### src/rtl/flash_seq.sv
// SPI flash READ (0x03) sequencer: chip-select setup, command + 24-bit address,
// then len received bytes streamed out with a one-clock valid pulse each.
module flash_seq #(
  parameter int LENW    = 8,
  parameter int BYTE_CE = 16,
  parameter int CSH_CE  = 14
) (
  input  logic            clock_i,
  input  logic            reset_i,
  input  logic            ce_i,
  input  logic            req_i,
  input  logic [23:0]     addr_i,
  input  logic [LENW-1:0] len_i,
  output logic            busy_o,
  output logic            dv_o,
  output logic [7:0]      dq_o,
  output logic            last_o,
  output logic            fshCs_o,
  output logic            spiTx_o,
  output logic            spiRx_o,
  output logic [7:0]      spiD_o,
  input  logic [7:0]      spiQ_i
);

  // state | meaning
  // IDLE  | waiting for a request, fshCs high
  // CSH   | chip-select high hold before the transaction
  // CMD   | sending the 0x03 opcode
  // A2..A0| sending address bytes, MSB first
  // RD    | len receive phases; byte k-1 is captured at the start of phase k
  // FIN   | capture final byte, then release fshCs
  localparam logic [2:0] S_IDLE = 3'd0;
  localparam logic [2:0] S_CSH  = 3'd1;
  localparam logic [2:0] S_CMD  = 3'd2;
  localparam logic [2:0] S_A2   = 3'd3;
  localparam logic [2:0] S_A1   = 3'd4;
  localparam logic [2:0] S_A0   = 3'd5;
  localparam logic [2:0] S_RD   = 3'd6;
  localparam logic [2:0] S_FIN  = 3'd7;

  localparam int PCMAX = (BYTE_CE > CSH_CE) ? BYTE_CE : CSH_CE;
  localparam int PCW   = $clog2(PCMAX + 1);

  logic [2:0]      state_q, state_d;
  logic [PCW-1:0]  pc_q, pc_d;
  logic [LENW-1:0] cnt_q, cnt_d;
  logic [LENW-1:0] len_q, len_d;
  logic [23:0]     addr_q, addr_d;
  logic            busy_q, busy_d;
  logic            dv_q, dv_d;
  logic            last_q, last_d;
  logic [7:0]      dq_q, dq_d;
  logic            cs_q, cs_d;
  logic            tx_q, tx_d;
  logic            rx_q, rx_d;
  logic [7:0]      spid_q, spid_d;
  logic [7:0]      tx_byte;

  always_comb begin
    tx_byte = 8'h03;
    case (state_q)
      S_A2:    tx_byte = addr_q[23:16];
      S_A1:    tx_byte = addr_q[15:8];
      S_A0:    tx_byte = addr_q[7:0];
      default: tx_byte = 8'h03;
    endcase
  end

  always_comb begin
    state_d = state_q;
    pc_d    = pc_q;
    cnt_d   = cnt_q;
    len_d   = len_q;
    addr_d  = addr_q;
    busy_d  = busy_q;
    dv_d    = 1'b0;
    last_d  = 1'b0;
    dq_d    = dq_q;
    cs_d    = cs_q;
    tx_d    = tx_q;
    rx_d    = rx_q;
    spid_d  = spid_q;
    if (state_q == S_IDLE) begin
      // Acceptance does not wait for ce
      if (req_i && (len_i != '0)) begin
        addr_d  = addr_i;
        len_d   = len_i;
        busy_d  = 1'b1;
        state_d = S_CSH;
        pc_d    = '0;
        cnt_d   = '0;
      end
    end else if (ce_i) begin
      case (state_q)
        S_CSH: begin
          if (pc_q == PCW'(CSH_CE - 1)) begin
            cs_d    = 1'b0;
            state_d = S_CMD;
            pc_d    = '0;
          end else begin
            pc_d = pc_q + PCW'(1);
          end
        end
        S_CMD, S_A2, S_A1, S_A0: begin
          if (pc_q == '0) begin
            tx_d   = 1'b1;
            spid_d = tx_byte;
          end
          if (pc_q == PCW'(1)) tx_d = 1'b0;
          if (pc_q == PCW'(BYTE_CE - 1)) begin
            pc_d    = '0;
            state_d = state_q + 3'd1;
          end else begin
            pc_d = pc_q + PCW'(1);
          end
        end
        S_RD: begin
          if (pc_q == '0) begin
            rx_d = 1'b1;
            if (cnt_q != '0) begin
              dq_d = spiQ_i;
              dv_d = 1'b1;
            end
          end
          if (pc_q == PCW'(1)) rx_d = 1'b0;
          if (pc_q == PCW'(BYTE_CE - 1)) begin
            pc_d = '0;
            if (cnt_q == len_q - LENW'(1)) state_d = S_FIN;
            else                           cnt_d   = cnt_q + LENW'(1);
          end else begin
            pc_d = pc_q + PCW'(1);
          end
        end
        S_FIN: begin
          if (pc_q == '0) begin
            dq_d   = spiQ_i;
            dv_d   = 1'b1;
            last_d = 1'b1;
            pc_d   = PCW'(1);
          end else begin
            cs_d    = 1'b1;
            busy_d  = 1'b0;
            state_d = S_IDLE;
            pc_d    = '0;
          end
        end
        default: state_d = S_IDLE;
      endcase
    end
  end

  always_ff @(posedge clock_i) begin
    if (!reset_i) begin
      state_q <= S_IDLE;
      pc_q    <= '0;
      cnt_q   <= '0;
      len_q   <= '0;
      addr_q  <= '0;
      busy_q  <= 1'b0;
      dv_q    <= 1'b0;
      last_q  <= 1'b0;
      dq_q    <= '0;
      cs_q    <= 1'b1;
      tx_q    <= 1'b0;
      rx_q    <= 1'b0;
      spid_q  <= '0;
    end else begin
      state_q <= state_d;
      pc_q    <= pc_d;
      cnt_q   <= cnt_d;
      len_q   <= len_d;
      addr_q  <= addr_d;
      busy_q  <= busy_d;
      dv_q    <= dv_d;
      last_q  <= last_d;
      dq_q    <= dq_d;
      cs_q    <= cs_d;
      tx_q    <= tx_d;
      rx_q    <= rx_d;
      spid_q  <= spid_d;
    end
  end

  assign busy_o  = busy_q;
  assign dv_o    = dv_q;
  assign dq_o    = dq_q;
  assign last_o  = last_q;
  assign fshCs_o = cs_q;
  assign spiTx_o = tx_q;
  assign spiRx_o = rx_q;
  assign spiD_o  = spid_q;

endmodule

### config.mk
export PLATFORM = sky130hd
export DESIGN_NAME = flash_seq
export DESIGN_NICKNAME = d
export VERILOG_FILES = /design/src/rtl/flash_seq.sv
export SDC_FILE = /design/constraint.sdc
export NUM_CORES = 1
export LEC_CHECK = 0
export CAP_MARGIN = 5
export CELL_PAD_IN_SITES_DETAIL_PLACEMENT = 1
export CELL_PAD_IN_SITES_GLOBAL_PLACEMENT = 2
export CORE_ASPECT_RATIO = 1.2
export CORE_UTILIZATION = 33
export DETAILED_ROUTE_END_ITERATION = 12
export GPL_ROUTABILITY_DRIVEN = 0
export PLACE_DENSITY_LB_ADDON = 0.05
export SYNTH_ARGS = -nofsm -noshare
export SYNTH_HDL_FRONTEND = slang
export SYNTH_SLANG_ARGS = --single-unit
### constraint.sdc
create_clock -name clock_i -period 4.3 [get_ports clock_i]
set_input_delay 0.86 -clock clock_i [delete_from_list [all_inputs] [get_ports clock_i]]
set_output_delay 0.86 -clock clock_i [all_outputs]
set_load 0.005 [all_outputs]
==> summary.md, run 1 <==
| Metric | Value |
|---|---|
| Final Hold Slack | `457 ps` |
| Cell accounting for the most synthesized area | `dfxtp_1` |
| CTS tree | `done` |
| Period utilization | `64.4%` |
| # placed instances | `582` |
| Setup CP Type | `flip-flop to flip-flop` |
| Leakage | `1.67 nW` |
| Total CTS buffers | `9` |
| CTS max path bufs | `2` |
| GRT Resource Usage Total | `18.9%` |
| Postcts setup bufs | `0` |
| # IOs | `66` |
| Top post-synthesis cells by area | `dfxtp_1 41%, nand2_1 8.6%, a21oi_1 6.6%, ha_1 5.1%, nor2_1 4.7%` |
| Max_slew headroom | `20.7%` |
| Die Y | `114 um` |
| H-tree levels | `3` |
| Maximum vdd drop | `0.196 mV` |
| Area of the multi-input gates | `1850 um^2` |
| Hold path startpoint | `addr_q[2]` |
| Clk sinks | `70` |
| Design Power | `2.59 mW` |
| R2r startpoint | `state_q[0]` |
| Worst Path Max Fanout | `11` |
| Detail Route Antenna Nets | `0` |
| Post-synth top area share | `40.9%` |
| Startpoint Class | `flip-flop` |
| Fillers | `1179` |
| Post-synth EDFFs | `0` |
| Reg area | `1400 um^2` |
| Core Area | `10100 um^2` |
| Die X | `95.0 um` |
| Clk pin slew, worst setup/hold paths | `50 ps` |
| YS warnings | `0` |
| RSZ-0062 raised after global routing | `false` |
| Antenna diodes | `0` |
| Syn_area_per_cell | `8.29 um^2` |
| Leading cell types in the layout, fill and taps excluded | `78 x nand2_1, 70 x dfxtp_1, 65 x clkdlybuf4s50_1` |
| R2R depth | `8` |
| DR WL/cell | `15.8 um` |
| Worst-Margin Slew | `1190 ps` |
| Reg-to-reg critical path endpoint | `pc_q[2]` |
| Reg2Reg Setup Slack | `1530 ps` |
| Maximum clock rate | `361 MHz` |
| Async SR Flop Fraction | `0%` |
| Final min period | `2770 ps` |
| Endpoints failing setup | `0` |
| Worst EP required | `4560 ps` |
| Antenna violations before repair | `0` |
| Worst skew pair latency | `330 ps` |
| DRC | `0` |
| Slew Viols, Final | `0` |
| Fin cells | `598` |
| Ys flop type | `dfxtp_1` |
| CTS hold repair buffers | `0` |
| Setup Skew | `3.18 ps` |
| Share of cells above drive strength 1 | `5.93%` |
| First-pass GRT wire length | `15.6 mm` |
| MaxCap Viol Count | `0` |
| CTS root buffer | `clkbuf_16` |
| Crit path arrival time | `3030 ps` |
| Vias/cell | `5.17` |
| Routed vias | `3094` |
| First DRT Iteration DRCs | `119` |
| Synth Cell Area | `3420 um^2` |
| Post-Route WL | `9.47 mm` |
| Hold Path Depth | `2` |
| PortBufs | `65` |
| Syn Inst Count | `413` |
| TritonRoute pass-1 iters | `4` |
| Grt total ovfl | `0` |
| Most common cell after layout, fill and taps aside | `nand2_1` |
| Synth unique cells | `57` |
| CP endpoint kind | `flip-flop` |
| Syn-to-layout area delta | `30.3%` |
| Min-Delay Path Class | `flip-flop to flip-flop` |
| Die area | `10800 um^2` |
| Nets | `525` |
| PwrDens | `580 nW/um^2` |
| Status | `completed` |
| Sum Neg Setup Slack | `0 ps` |
| Hold Path End | `addr_q[2]` |
| Vias in the first global route | `3139` |
| Mapped Nets | `471` |
| DP HPWL | `6.81 mm` |
| Synthesized flop and latch total | `70` |
| Post-synthesis sequential area ratio | `40.9%` |
| Endpoints failing hold | `0` |
| FP Rows | `40` |
| Largest net degree at the start of global routing | `60` |
| Initial Util | `34.0%` |
| PostCTS Resize Cnt | `0` |
## registers in the layout (all words and copies together), names as in the netlist
| signal | flops |
|---|---|
| addr_q | 24 |
| busy_o | 1 |
| cnt_q | 8 |
| dq_o | 8 |
| dv_o | 1 |
| fshCs_o | 1 |
| last_o | 1 |
| len_q | 8 |
| pc_q | 5 |
| spiD_o | 8 |
| spiRx_o | 1 |
| spiTx_o | 1 |
| state_q | 3 |
## worst max-delay path by stage
stage | start | endpoint | slack, ps | cells past startpoint
finish | state_q[0] | pc_q[2] | 1530 | 8
floorplan | state_q[0] | spiD_o[0] | 2230 | 8
global placement | len_i[3] | addr_q[2] | 1350 | 6
detailed placement | len_i[0] | len_q[1] | 1350 | 6
global route | state_q[0] | addr_q[17] | 1210 | 6
CTS | state_q[0] | len_q[1] | 1450 | 6
## area by class of cell
cell class	instances	area share, %
Timing Repair Buffer	68	15.1
Sequential cell	70	31.4
Clock buffer	12	5.30
Multi-Input combinational cell	305	41.4
Inverter	13	1.09
Tap cell	126	3.53
Clock inverter	4	2.13
## layer usage
layer  track usage (%)  routed length, um
met2              31.6               4590
met4              8.18                178
met5                 0                  0
met1              23.8               4410
met3              2.93                288
## Yosys cell counts, drive strengths merged, types with 3 or more instances
cell	count
a211oi	8
a21oi	45
a222oi	8
a31o	3
and2	3
buf	10
clkbuf	15
dfxtp	70
ha	14
inv	13
mux2i	11
nand2	78
nand3	13
nand4	5
nor2	43
nor2b	4
nor3	8
nor4	4
o21ai	10
xnor2	10
xor2	3
## cells by family after synthesis
logic type | synth area share (%)
AOI/OAI and AO/OA | 18.9
xor gates and xnor gates | 3.33
adders and majority gates | 5.12
buffers and inverters | 5.08
DFF | 40.9
muxes | 3.22
and+or+nand+nor | 23.5
## worst max-delay path, stage by stage, from the launching register on
cell and delay (ps):
dfxtp_1 340, inv_1 120, ha_1 290, nor2b_1 520, nand3_1 530, a22o_1 440, nor2_1 210, nand3b_1 100
a21oi_1 130
## where the power goes
part           switching [mW]  internal, mW
clock                   0.273         0.566
sequential             0.0969         0.760
combinational           0.541         0.353
total                   0.910          1.68
## metrics by stage
stage,setup slack (ps),utilization (%),instance area [um^2]
after floorplan,2230,-,3420
after global placement,1350,41.0,4130
after detailed placement,1350,41.0,4130
after CTS,1450,44.3,4460
after global routing,1210,44.3,4460
final,1530,44.3,4460
No activity file was read; power rests on OpenSTA's default activity.
==> run 2: changes to the inputs <==
- CORE_UTILIZATION: 33 -> 30
- clock period: 4.3 -> 2.6 ns (I/O delays scaled with it)
==> run 2 against run 1 <==
Effect of this change: setup slack worse by 1300 ps; largest power group unchanged; worst hold slack worse by 2.2 ps; maximum frequency is 17% higher; critical path depth is 2 higher; total power is 64% higher; utilization is 3.2 points lower; sequential cell count stayed put; critical endpoint is now cnt_q[7]; largest cell class unchanged; die area is 9.8% higher; first-iteration DRC count is 9.2% lower.
==> summary.md, run 2 (synthesized netlist as in run 1, its figures left out) <==
| Metric | Value |
|---|---|
| Vias in the first global route | `3163 (+0.76%)` |
| PortBufs | `65 (unchanged)` |
| Layout Utilization | `41.2% (-3.2 points)` |
| PwrDens | `928 nW/um^2 (+60%)` |
| Largest net degree at the start of global routing | `36 (-40%)` |
| DRC | `0 (unchanged)` |
| Worst-Margin Slew | `541 ps (-649 ps)` |
| Die X | `99.5 um (+4.8%)` |
| Sequential cell fraction of total power | `33.1% (about the same)` |
| FP Rows | `42 (+5.0%)` |
| Core Area | `11100 um^2 (+10%)` |
| Vias/cell | `4.93 (-4.6%)` |
| Max reg flops | `24 (unchanged)` |
| Crit path arrival time | `2590 ps (-440 ps)` |
| Initial Util | `30.9% (-3.2 points)` |
| PostCTS Resize Cnt | `0 (unchanged)` |
| Max_slew headroom | `63.7% (+43 points)` |
| Placed inst area | `4260 um^2 (+3.3%)` |
| Clk pin slew, worst setup/hold paths | `60 ps (about the same)` |
| CTS hold repair buffers | `0 (unchanged)` |
| Post-route cell area | `4560 um^2 (+2.3%)` |
| Reg2Reg Setup Slack | `230 ps (-1300 ps)` |
| Status | `completed` |
| Internal power | `2.67 mW (+59%)` |
| CP endpoint kind | `flip-flop` |
| Nets | `535 (+1.9%)` |
| DP HPWL | `7.03 mm (+3.2%)` |
| Antenna violations before repair | `0 (unchanged)` |
| Design Power | `4.24 mW (+64%)` |
| Startpoint Class | `flip-flop` |
| CP top delay family | `compound AO/OA/AOI/OAI gates` |
| Post-Route WL | `9.62 mm (+1.6%)` |
| # IOs | `66 (unchanged)` |
| P_sw | `1.56 mW (+72%)` |
| TritonRoute pass-1 iters | `4 (unchanged)` |
| Switching part of the total | `36.9% (+1.7 points)` |
| Final min period | `2370 ps (-395 ps)` |
| Top reg by flops | `addr_q` |
| RSZ-0062 raised after global routing | `false` |
| Endpoints failing setup | `0 (unchanged)` |
| Min-Delay Path Class | `flip-flop to flip-flop` |
| Leakage | `1.70 nW (+2.3%)` |
| First DRT Iteration DRCs | `108 (-9.2%)` |
| Clk sinks | `70 (unchanged)` |
| CTS tree | `done` |
| Slew Viols, Final | `0 (unchanged)` |
| First-pass GRT wire length | `16.1 mm (+2.6%)` |
| GRT Resource Usage Total | `17.3% (-1.5 points)` |
| Grt total ovfl | `0 (unchanged)` |
| Share of cells above drive strength 1 | `8.30% (+2.4 points)` |
| Routed vias | `3138 (+1.4%)` |
| Setup CP Type | `flip-flop to flip-flop` |
| Detail Route Antenna Nets | `0 (unchanged)` |
| Crit-path cells | `ha_1 > nand3_1 > inv_1 > ha_1 > nand4_1 > a41oi_1 > o31ai_2 > a211oi_1 > xnor2_1 > nor2_1` |
| Clock share of power | `29.1% (-3.3 points)` |
| Worst Path Max Fanout | `7 (-4)` |
| Antenna diodes | `0 (unchanged)` |
| Syn-to-layout area delta | `33.3%` |
| CTS max path bufs | `2 (unchanged)` |
| Sum Neg Setup Slack | `0 ps (unchanged)` |
| Worst EP required | `2820 ps (-1740 ps)` |
| Proportion of power drawn by combinational gates | `37.8% (+3.3 points)` |
| Die Y | `119 um (+4.8%)` |
| Setup Skew | `9.01 ps (+5.83 ps)` |
| Most Frequent Cell on Critical Path | `ha_1` |
| MaxCap Viol Count | `0 (unchanged)` |
| WP buf/inv | `1 (unchanged)` |
| Maximum clock rate | `421 MHz (+17%)` |
| Period utilization | `91.3% (+27 points)` |
| H-tree levels | `3 (unchanged)` |
| Die area | `11800 um^2 (+9.8%)` |
| Maximum vdd drop | `0.382 mV (+95%)` |
| Endpoints failing hold | `0 (unchanged)` |
| Slowest stage delay, CP | `420 ps (-110 ps)` |
| DR WL/cell | `15.1 um (-4.5%)` |
| Total CTS buffers | `9 (unchanged)` |
| Postcts setup bufs | `0 (unchanged)` |
| Leading cell types in the layout, fill and taps excluded | `78 x nand2_1, 70 x dfxtp_1, 65 x clkdlybuf4s50_1` |
| CTS root buffer | `clkbuf_16` |
| Worst skew pair latency | `330 ps (about the same)` |
| Slowest CP cell | `dfxtp_1` |
| Most common cell after layout, fill and taps aside | `nand2_1` |
-- run 2: changes by cell type in the layout (fill, tap and decap cells not counted) --
cell and change:
inv_6 +1, clkinv_2 -1, buf_12 +2, bufinv_16 -2
buf_4 +8, clkbuf_1 -2, clkinv_4 +2, clkinvlp_4 +2
-- run 2: cell type report --
cell class	instances	area, um^2
fillers	1328	6520
multi-input cells	305	1850
flip-flops and latches	70	1400
repair buffers	78	773
clock buffers	10	229
well taps	154	193
clock inverters	6	71.3
inverters	13	48.8
-- run 2: through the flow --
stage	hold WS [ps]	setup WS (ps)	instances
after floorplan	436	529	413
after global routing	471	2.54	636
after global placement	446	235	620
after CTS	458	219	636
final	455	227	636
after detailed placement	449	179	620
-- run 2: path summary, 6_finish.rpt --
| kind | start | to | cells after the start |
|---|---|---|---|
| worst min-delay path | addr_q[2] | addr_q[2] | 2 |
| worst max register to register | pc_q[0] | cnt_q[7] | 10 |
| worst min register to register | addr_q[2] | addr_q[2] | 2 |
| worst max-delay path | pc_q[0] | cnt_q[7] | 10 |
-- run 2: power by group through the flow --
| stage | Sequential (mW) | Clock, mW | Combinational, mW |
|---|---|---|---|
| floorplan | 1.39 | 0 | 1.06 |
| global placement | 1.42 | 0 | 1.58 |
| detailed placement | 1.43 | 0 | 1.60 |
| CTS | 1.41 | 1.26 | 1.62 |
| global route | 1.43 | 1.31 | 1.79 |
| finish | 1.40 | 1.23 | 1.60 |
-- run 2: worst register-to-register path: cells and delay by family, from the launching register on --
kind	cells	cell delay, ps
AOI/OAI and AO/OA	3	800
xor gates and xnor gates	1	160
adders and majority gates	2	450
buffers and inverters	1	80
DFF	1	420
and+or+nand+nor	3	350
-- run 2: per-layer routing --
layer / up-vias / global-route usage, % / wire [um]
li1: 1585 / - / -
met1: 1479 / 22.2 / 4550
met2: 61 / 28.9 / 4640
met3: 13 / 3.29 / 272
met4: 0 / 6.16 / 156
met5: - / 0 / 0
